`src/rtl/accel_status_pkg.sv`:
```
// Shared state encoding and default sizing for the accelerator status LED block.
package accel_status_pkg;

  typedef enum logic [1:0] {
    ST_IDLE  = 2'd0,
    ST_RUN   = 2'd1,
    ST_DONE  = 2'd2,
    ST_FAULT = 2'd3
  } state_t;

  localparam int DEF_NUM_CORES   = 4;
  localparam int DEF_BLINK_DIV   = 25_000_000;
  localparam int DEF_TIMEOUT_CYC = 100_000_000;

endpackage

```
`src/rtl/blink_prescaler.sv`:
```
// Blink generator: counts 0..BLINK_DIV-1 while enabled and toggles blink on each wrap.
// clr restarts from zero; when clr and en are both high the clearing edge also
// counts as the first tick of the new period.
module blink_prescaler
  import accel_status_pkg::*;
#(
  parameter int BLINK_DIV = DEF_BLINK_DIV
) (
  input  logic clk,
  input  logic rst,
  input  logic en,
  input  logic clr,
  output logic blink
);

  localparam int CW = $clog2(BLINK_DIV);

  logic [CW-1:0] cnt;
  logic [CW-1:0] cnt_base;
  logic          blink_base;

  // Starting point for this cycle: zero when cleared, otherwise the held values
  always_comb begin
    cnt_base   = clr ? '0 : cnt;
    blink_base = clr ? 1'b0 : blink;
  end

  // Prescaler and blink bit; wrap toggles blink
  always_ff @(posedge clk or negedge rst) begin
    if (!rst) begin
      cnt   <= '0;
      blink <= 1'b0;
    end else if (en) begin
      if (cnt_base == CW'(BLINK_DIV - 1)) begin
        cnt   <= '0;
        blink <= ~blink_base;
      end else begin
        cnt   <= cnt_base + 1'b1;
        blink <= blink_base;
      end
    end else begin
      cnt   <= cnt_base;
      blink <= blink_base;
    end
  end

endmodule

```
`src/rtl/core_status_led.sv`:
```
// Per-core job status LEDs: tracks which cores finished a job, blinks the
// missing ones while running, shows all-on when complete and a steady mask
// with a blinking done LED on timeout. All outputs are registered.
module core_status_led
  import accel_status_pkg::*;
#(
  parameter int NUM_CORES   = DEF_NUM_CORES,
  parameter int BLINK_DIV   = DEF_BLINK_DIV,
  parameter int TIMEOUT_CYC = DEF_TIMEOUT_CYC
) (
  input  logic                 clk,
  input  logic                 rst,
  input  logic                 start,
  input  logic [NUM_CORES-1:0] core_done,
  output logic [NUM_CORES-1:0] led,
  output logic                 led_done,
  output logic [1:0]           state
);

  localparam int TW = $clog2(TIMEOUT_CYC);

  logic                 rst_meta;
  logic                 rst_sync;
  state_t               st;
  state_t               st_nxt;
  logic [NUM_CORES-1:0] mask;
  logic [NUM_CORES-1:0] mask_nxt;
  logic [TW-1:0]        tcnt;
  logic [TW-1:0]        tcnt_nxt;
  logic [NUM_CORES-1:0] led_nxt;
  logic                 led_done_nxt;
  logic                 run_entry;
  logic                 pres_en;
  logic                 pres_clr;
  logic                 blink;
  logic                 blink_eff;

  // Reset synchronizer: assertion is immediate, release is aligned to clk
  always_ff @(posedge clk or negedge rst) begin
    if (!rst) begin
      rst_meta <= 1'b0;
      rst_sync <= 1'b0;
    end else begin
      rst_meta <= 1'b1;
      rst_sync <= rst_meta;
    end
  end

  blink_prescaler #(
    .BLINK_DIV (BLINK_DIV)
  ) u_blink (
    .clk   (clk),
    .rst   (rst_sync),
    .en    (pres_en),
    .clr   (pres_clr),
    .blink (blink)
  );

  // Next state, sticky done mask, timeout counter and next output values
  always_comb begin
    st_nxt   = st;
    mask_nxt = mask;
    tcnt_nxt = '0;
    case (st)
      ST_IDLE, ST_DONE, ST_FAULT: begin
        if (start) st_nxt = ST_RUN;
      end
      ST_RUN: begin
        mask_nxt = mask | core_done;
        if (&mask_nxt) begin
          st_nxt = ST_DONE;
        end else if (tcnt == TW'(TIMEOUT_CYC - 1)) begin
          st_nxt = ST_FAULT;
        end else begin
          tcnt_nxt = tcnt + 1'b1;
        end
      end
      default: st_nxt = ST_IDLE;
    endcase

    // A fresh job starts with nothing done and a dark blink phase
    run_entry = (st_nxt == ST_RUN) && (st != ST_RUN);
    if (run_entry) begin
      mask_nxt = '0;
      tcnt_nxt = '0;
    end

    pres_en   = (st_nxt == ST_RUN) || (st_nxt == ST_FAULT);
    pres_clr  = run_entry || !pres_en;
    blink_eff = run_entry ? 1'b0 : blink;

    led_nxt      = '0;
    led_done_nxt = 1'b0;
    case (st_nxt)
      ST_RUN:   led_nxt = mask_nxt | {NUM_CORES{blink_eff}};
      ST_DONE: begin
        led_nxt      = '1;
        led_done_nxt = 1'b1;
      end
      ST_FAULT: begin
        led_nxt      = mask_nxt;
        led_done_nxt = blink_eff;
      end
      default: led_nxt = '0;
    endcase
  end

  // State, mask, timeout and registered LED drives
  always_ff @(posedge clk or negedge rst_sync) begin
    if (!rst_sync) begin
      st       <= ST_IDLE;
      mask     <= '0;
      tcnt     <= '0;
      led      <= '0;
      led_done <= 1'b0;
    end else begin
      st       <= st_nxt;
      mask     <= mask_nxt;
      tcnt     <= tcnt_nxt;
      led      <= led_nxt;
      led_done <= led_done_nxt;
    end
  end

  assign state = st;

endmodule
```
`config.mk`:
```
export PLATFORM = sky130hd
export DESIGN_NAME = core_status_led
export DESIGN_NICKNAME = d
export VERILOG_FILES = /design/src/rtl/accel_status_pkg.sv /design/src/rtl/blink_prescaler.sv /design/src/rtl/core_status_led.sv
export SDC_FILE = /design/constraint.sdc
export NUM_CORES = 1
export LEC_CHECK = 0
export BUFFER_PORTS_ARGS = -buffer_cell sky130_fd_sc_hd__buf_2
export CELL_PAD_IN_SITES_DETAIL_PLACEMENT = 1
export CELL_PAD_IN_SITES_GLOBAL_PLACEMENT = 2
export CORE_ASPECT_RATIO = 1.4
export CORE_MARGIN = 4
export CORE_UTILIZATION = 43
export DETAILED_ROUTE_END_ITERATION = 10
export GPL_TIMING_DRIVEN = 0
export PLACE_DENSITY_LB_ADDON = 0.1
export REMOVE_ABC_BUFFERS = 1
export SLEW_MARGIN = 25
export SYNTH_ARGS = -nofsm -noshare
export SYNTH_HDL_FRONTEND = slang
export SYNTH_SLANG_ARGS = --single-unit
```
`constraint.sdc`:
```
create_clock -name clk -period 4.7 [get_ports clk]
set_input_delay 0.94 -clock clk [delete_from_list [all_inputs] [get_ports clk]]
set_output_delay 0.94 -clock clk [all_outputs]
set_load 0.02 [all_outputs]
```
# Word-level counts from Yosys, hierarchy flattened
# Index checks and enable logic that the tools add are counted.
[totals]
wordCells = 49
inputBits = 7
register_bits = 66
output_inout_bits = 7
[classes]
n_bitwise = 3
muxes = 19
eq_ne = 9
reduce_logical = 7
n_addsub = 2
[ops]
columns = ["op", "count"]
rows = [
  ["27-bit two-way mux", 4],
  ["25-bit two-way mux", 3],
  ["27-bit by 1-bit adder with 27-bit output, second input constant", 1],
  ["27-bit equality test, second input constant", 1],
  ["25-bit by 1-bit adder with 25-bit output, second input constant", 1],
  ["25-bit equality test, second input constant", 1],
  ["4-bit case mux with 3 select lines", 1],
  ["2-bit equality test, second input constant", 4],
  ["4-bit two-way mux", 2],
  ["4-bit OR", 2],
  ["2-bit two-way mux", 3],
  ["2-bit by 1-bit equality test with 1-bit output, second input constant", 2],
  ["1-bit two-way mux", 4],
  ["2-bit case mux with 2 select lines", 1],
  ["4-bit AND reduction", 1],
  ["3-bit OR reduction", 1],
  ["2-bit zero test", 1],
  ["1-bit logical OR", 2],
  ["2-bit by 1-bit inequality test with 1-bit output, second input constant", 1],
  ["1-bit case mux with 2 select lines", 1],
  ["1-bit logical AND", 1],
  ["1-bit zero test", 1],
  ["1-bit NOT", 1],
]

# Logic depth before layout (Yosys ltp)
[logic_depth]
depth_word = 12
ltp_mapped = 9
mapped_depth_nobuf = 9

# By module
# Synthesis repeated with hierarchy kept, for this count alone.
[hier_totals]
cells_unflattened = 346
hier_area_um2 = 3512.1
[modules_own_cells]
columns = ["module", "area_per_inst_um2", "instances", "seq_area_each_um2", "cells_per_inst"]
rows = [
  ["core_status_led", 1944.4, 1, 1001.0, 188],
  ["blink_prescaler", 1567.8, 1, 650.6, 158],
]

# Least setup slack after synthesis
# OpenSTA, ideal clock, no wires.
[synth_path]
path_type = "in2reg"
startpoint = "input core_done[2]"
endpoint = "register u_blink.cnt[24]"
required_ps = 4634
slack_ps = 1822
n_path_buf = 0
arrival_ps = 2812
setup_ps = 66
path_stages = 9
cell_sequence = "o22ai_1 -> o311a_1 -> and2_1 -> ha_1 -> nand2_1 -> nor2_1 -> nand3_2 -> or4_1 -> nand2_1"
[synth_via]
elab_chain_len = 12
word_cells_on_any_way = 15
classes_between = "1 x add/sub; 3 x eq/ne; 5 x mux; 1 x bitwise; 5 x reduce/logical"
[synth_rtl]
columns = ["item", "line_no", "rtl"]
rows = [
  ["start, declared", "core_status_led.sv:14", "input logic [NUM_CORES-1:0] core_done,"],
  ["4-bit OR (*)", "core_status_led.sv:69", "mask_nxt = mask | core_done;"],
  ["4-bit AND reduction (*)", "core_status_led.sv:70", "if (&mask_nxt) begin"],
  ["2-bit two-way mux (*)", "core_status_led.sv:70", ""],
  ["2-bit case mux with 2 select lines (*)", "core_status_led.sv:64", "case (st)"],
  ["2-bit by 1-bit equality test with 1-bit output / 2-bit equality test (equally long branches)", "core_status_led.sv:82, core_status_led.sv:88", ""],
  ["1-bit logical OR", "core_status_led.sv:88", "pres_en = (st_nxt == ST_RUN) || (st_nxt == ST_FAULT);"],
  ["1-bit zero test", "core_status_led.sv:89", "pres_clr = run_entry || !pres_en;"],
  ["1-bit logical OR", "core_status_led.sv:89", ""],
  ["25-bit two-way mux", "blink_prescaler.sv:24", "cnt_base = clr ? '0 : cnt;"],
  ["25-bit by 1-bit adder with 25-bit output / 25-bit equality test (equally long branches)", "blink_prescaler.sv:38, blink_prescaler.sv:34", ""],
  ["25-bit two-way mux", "blink_prescaler.sv:34", "if (cnt_base == CW'(BLINK_DIV - 1)) begin"],
  ["25-bit two-way mux (*)", "blink_prescaler.sv:33", "end else if (en) begin"],
  ["end signal, assigned", "blink_prescaler.sv:38", "cnt <= cnt_base + 1'b1;"],
  ["end signal, assigned", "blink_prescaler.sv:42", "cnt <= cnt_base;"],
  ["end, declared", "blink_prescaler.sv:18", "logic [CW-1:0] cnt;"],
]
# Every way passes the cells marked *; elsewhere a longest branch is shown, timed or not.

# Worst setup path after layout
[layout_path]
startpoint = "input core_done[2]"
endpoint = "register u_blink.cnt[12]"
# The elaborated chain is that of the path after synthesis.

==> out/metrics.cfg <==
[synth]
synth.area.top_cells=dfrtp_1 (50%), nor2_1 (5.7%), xnor2_1 (5.3%)
yosys-top-cells-count=dfrtp_1 (66), nor2_1 (50), nand2_1 (22)
yosysWarnings=0
async_reset_ff_share_pct=100
synthDistinctLibCells=51
ys_ff_latch=66
synth_edf_count=0
synth_top_area_share_pct=50.3
synthFlopType=dfrtp_1
syn_avg_cell_area_sq_um=9.92
syn_inst=331
netlist_area_sq_um=3280
synth_top_cell_by_area=dfrtp_1
synth.most_common_cell=dfrtp_1
ys_seq_area_share_pct=50.3

[worst_setup_path]
end_kind=flop
cp.required_ns=4.89
crit_type=primary input to flop
critPathMaxFanout=13
worstPathArrival_ns=3.61
cp-start-kind=primary input

[route]
route.met2.wl_um=4140
first_iter_violations=119
vias=2431
drc_errors=0
drt-total-wl_um=7320
wl_met3_um=104
wl_per_cell_um=16.3
wirelength_met1_um=2940
drtPass1Iterations=4
topRoutingLayerUsed=met4
ant_nets=0
viasPerCell=5.41

[finish]
diodes=0
drive_gt1_share_pct=13.1
nFillCells=857
fin_nets=356
final_cells=449
final_util_pct=49.1
syn_to_final_growth_pct=10.9
regArea_sq_um=1660
multi_input_area_sq_um=1540

[clocking]
postCtsSetupRepairBufs=0
clkLatencyLatePin_ns=0.34
cts_hold_buffers=0
clock_path_buffers=2
cts.sinks=66
clk_pin_slew_ns=0.07
cts_root_buf=clkbuf_8
cts_buffers=9
cts_max_level=3
cts_tree=built
post_cts_resized=0

[timing]
worst_slew_pin_slew_ns=0.869
min_period_ns=3.42
setup_ws_ns=1.28
maxSlewHeadroom_pct=42.1
rsz0062_at_grt=no
max_freq_mhz=292
finalHoldViolCount=0
slew_violations=0
tns_ns=0
fin_skew_ns=0.00856
whs_ns=0.303
fin_crit_sh_pct=72.8
setup-violations-final=0

[die]
rows=37
die_h_um=111
die_area_sq_um=9120
chipWidth_um=81.9
core_sq_um=7410
boundaryPins=14
initial_core_util_pct=44.3

[global_routing]
grt_pass1_wl_um=12900
grt_max_degree=38
grt_antenna_before_repair=0
grt_overflow_total=0
grt_pass1_vias=2715
grt_usage_pct=18.1

[power_and_ir_drop]
p_leak_nw=1.52
power_per_cell_area_nw_per_um2=432
peakVddDrop_uv=257

[hold_path]
worstHoldPathType=flop to asynchronous set/reset pin

[place]
dpl.hpwl_um=5300
dp.cells=433
pre_cts_ws_ns=0.900
io_buffer_count=13
place_congestion=0.769

[job]
drv_cap=0

[run_status]
status=finished clean

==> power by group <==
group          switching [W]  internal (W)  leakage [nW]  total [W]
clock               0.000220      0.000245        0.0933   0.000465
sequential         0.0000630      0.000637         0.888   0.000700
combinational       0.000283      0.000127         0.536   0.000410
==> metal layers <==
| layer | track usage (%) | vias up |
|---|---|---|
| met5 | 0 | - |
| met4 | 6.98 | 0 |
| met3 | 2.27 | 12 |
| met2 | 33.0 | 15 |
| met1 | 20.8 | 1219 |
| li1 | - | 1185 |
==> final timing paths <==
check	cells after the start	endpoint	slack (ns)	start
setup / recovery	10	u_blink.cnt[12]	1.28	core_done[2]
hold reg to reg	0	u_blink.cnt[2]	0.30	rst_sync
min in group clk	0	rst_sync	0.36	rst_meta
max in group asynchronous	1	u_blink.cnt[18]	3.85	rst_sync
hold / removal	0	u_blink.cnt[2]	0.30	rst_sync
setup reg to reg	9	u_blink.cnt[12]	1.61	mask[2]
==> final cells by class <==
cell class                      instances  area share, %
Sequential cell                        66           45.5
Multi-Input combinational cell        244           42.4
Clock buffer                           11           3.61
Tap cell                               97           3.33
Timing Repair Buffer                   15           2.54
Clock inverter                          5           1.55
Inverter                               11           1.13
==> through the flow <==
step / total power, W / area [sq um]
final: 0.00157 / 3640
after detailed placement: 0.00113 / 3450
after CTS: 0.00161 / 3640
after floorplan: 0.000966 / 3230
after global routing: 0.00168 / 3640
after global placement: 0.00111 / 3410
==> worst max-delay path, stage by stage <==
cell and delay [ns]:
buf_2 0.11, o22ai_1 0.34, o311a_1 0.31, and2_1 0.15
ha_1 0.22, nand2_1 0.11, nor4_1 0.64, a21o_1 0.55
a211o_1 0.18, a21oi_1 0.06
==> layout by cell type (no fill, tap or decap), types with 2 or more instances in the layout <==
cell,netlist,routed
dfrtp_1,66,65
nor2_1,50,50
nand2_1,22,22
nand3_1,20,20
xnor2_1,20,20
xor2_1,20,20
a21oi_1,14,14
buf_2,3,13
inv_1,11,11
nand4_1,11,11
nor3_1,9,9
clkbuf_8,0,9
and2_1,7,7
nor4_1,5,5
and3_1,5,5
or4_1,4,4
o21ai_0,4,4
or3_1,4,4
or2_2,4,4
nand2b_1,3,3
a22oi_1,3,3
nor3_2,3,3
nor4_4,3,3
o211ai_1,3,3
nand4_2,2,2
o22ai_1,2,2
a21o_1,2,2
o21a_1,2,2
ha_1,2,2
clkinv_2,0,2
clkbuf_1,4,2
==> flip-flops by register name (all words and copies together) (netlist names), 2 cells and up <==
name	cells
mask	4
state	2
tcnt	27
u_blink.cnt	25
led	4
==> logic make-up (layout without fill, tap and decap cells) <==
| kind of cell | after synthesis | count (layout) | synth area share [%] |
|---|---|---|---|
| XOR/XNOR | 40 | 40 | 10.7 |
| flip-flops | 66 | 66 | 50.3 |
| AND/OR/NAND/NOR | 160 | 160 | 27.0 |
| buffers and inverters | 21 | 42 | 2.97 |
| multiplexers | 1 | 1 | 0.305 |
| other | 1 | 1 | 0.114 |
| adder cells (fa/ha/maj) | 2 | 2 | 0.762 |
| AO/OA/AOI/OAI | 40 | 40 | 7.89 |
(Power assumes the default switching activity.)
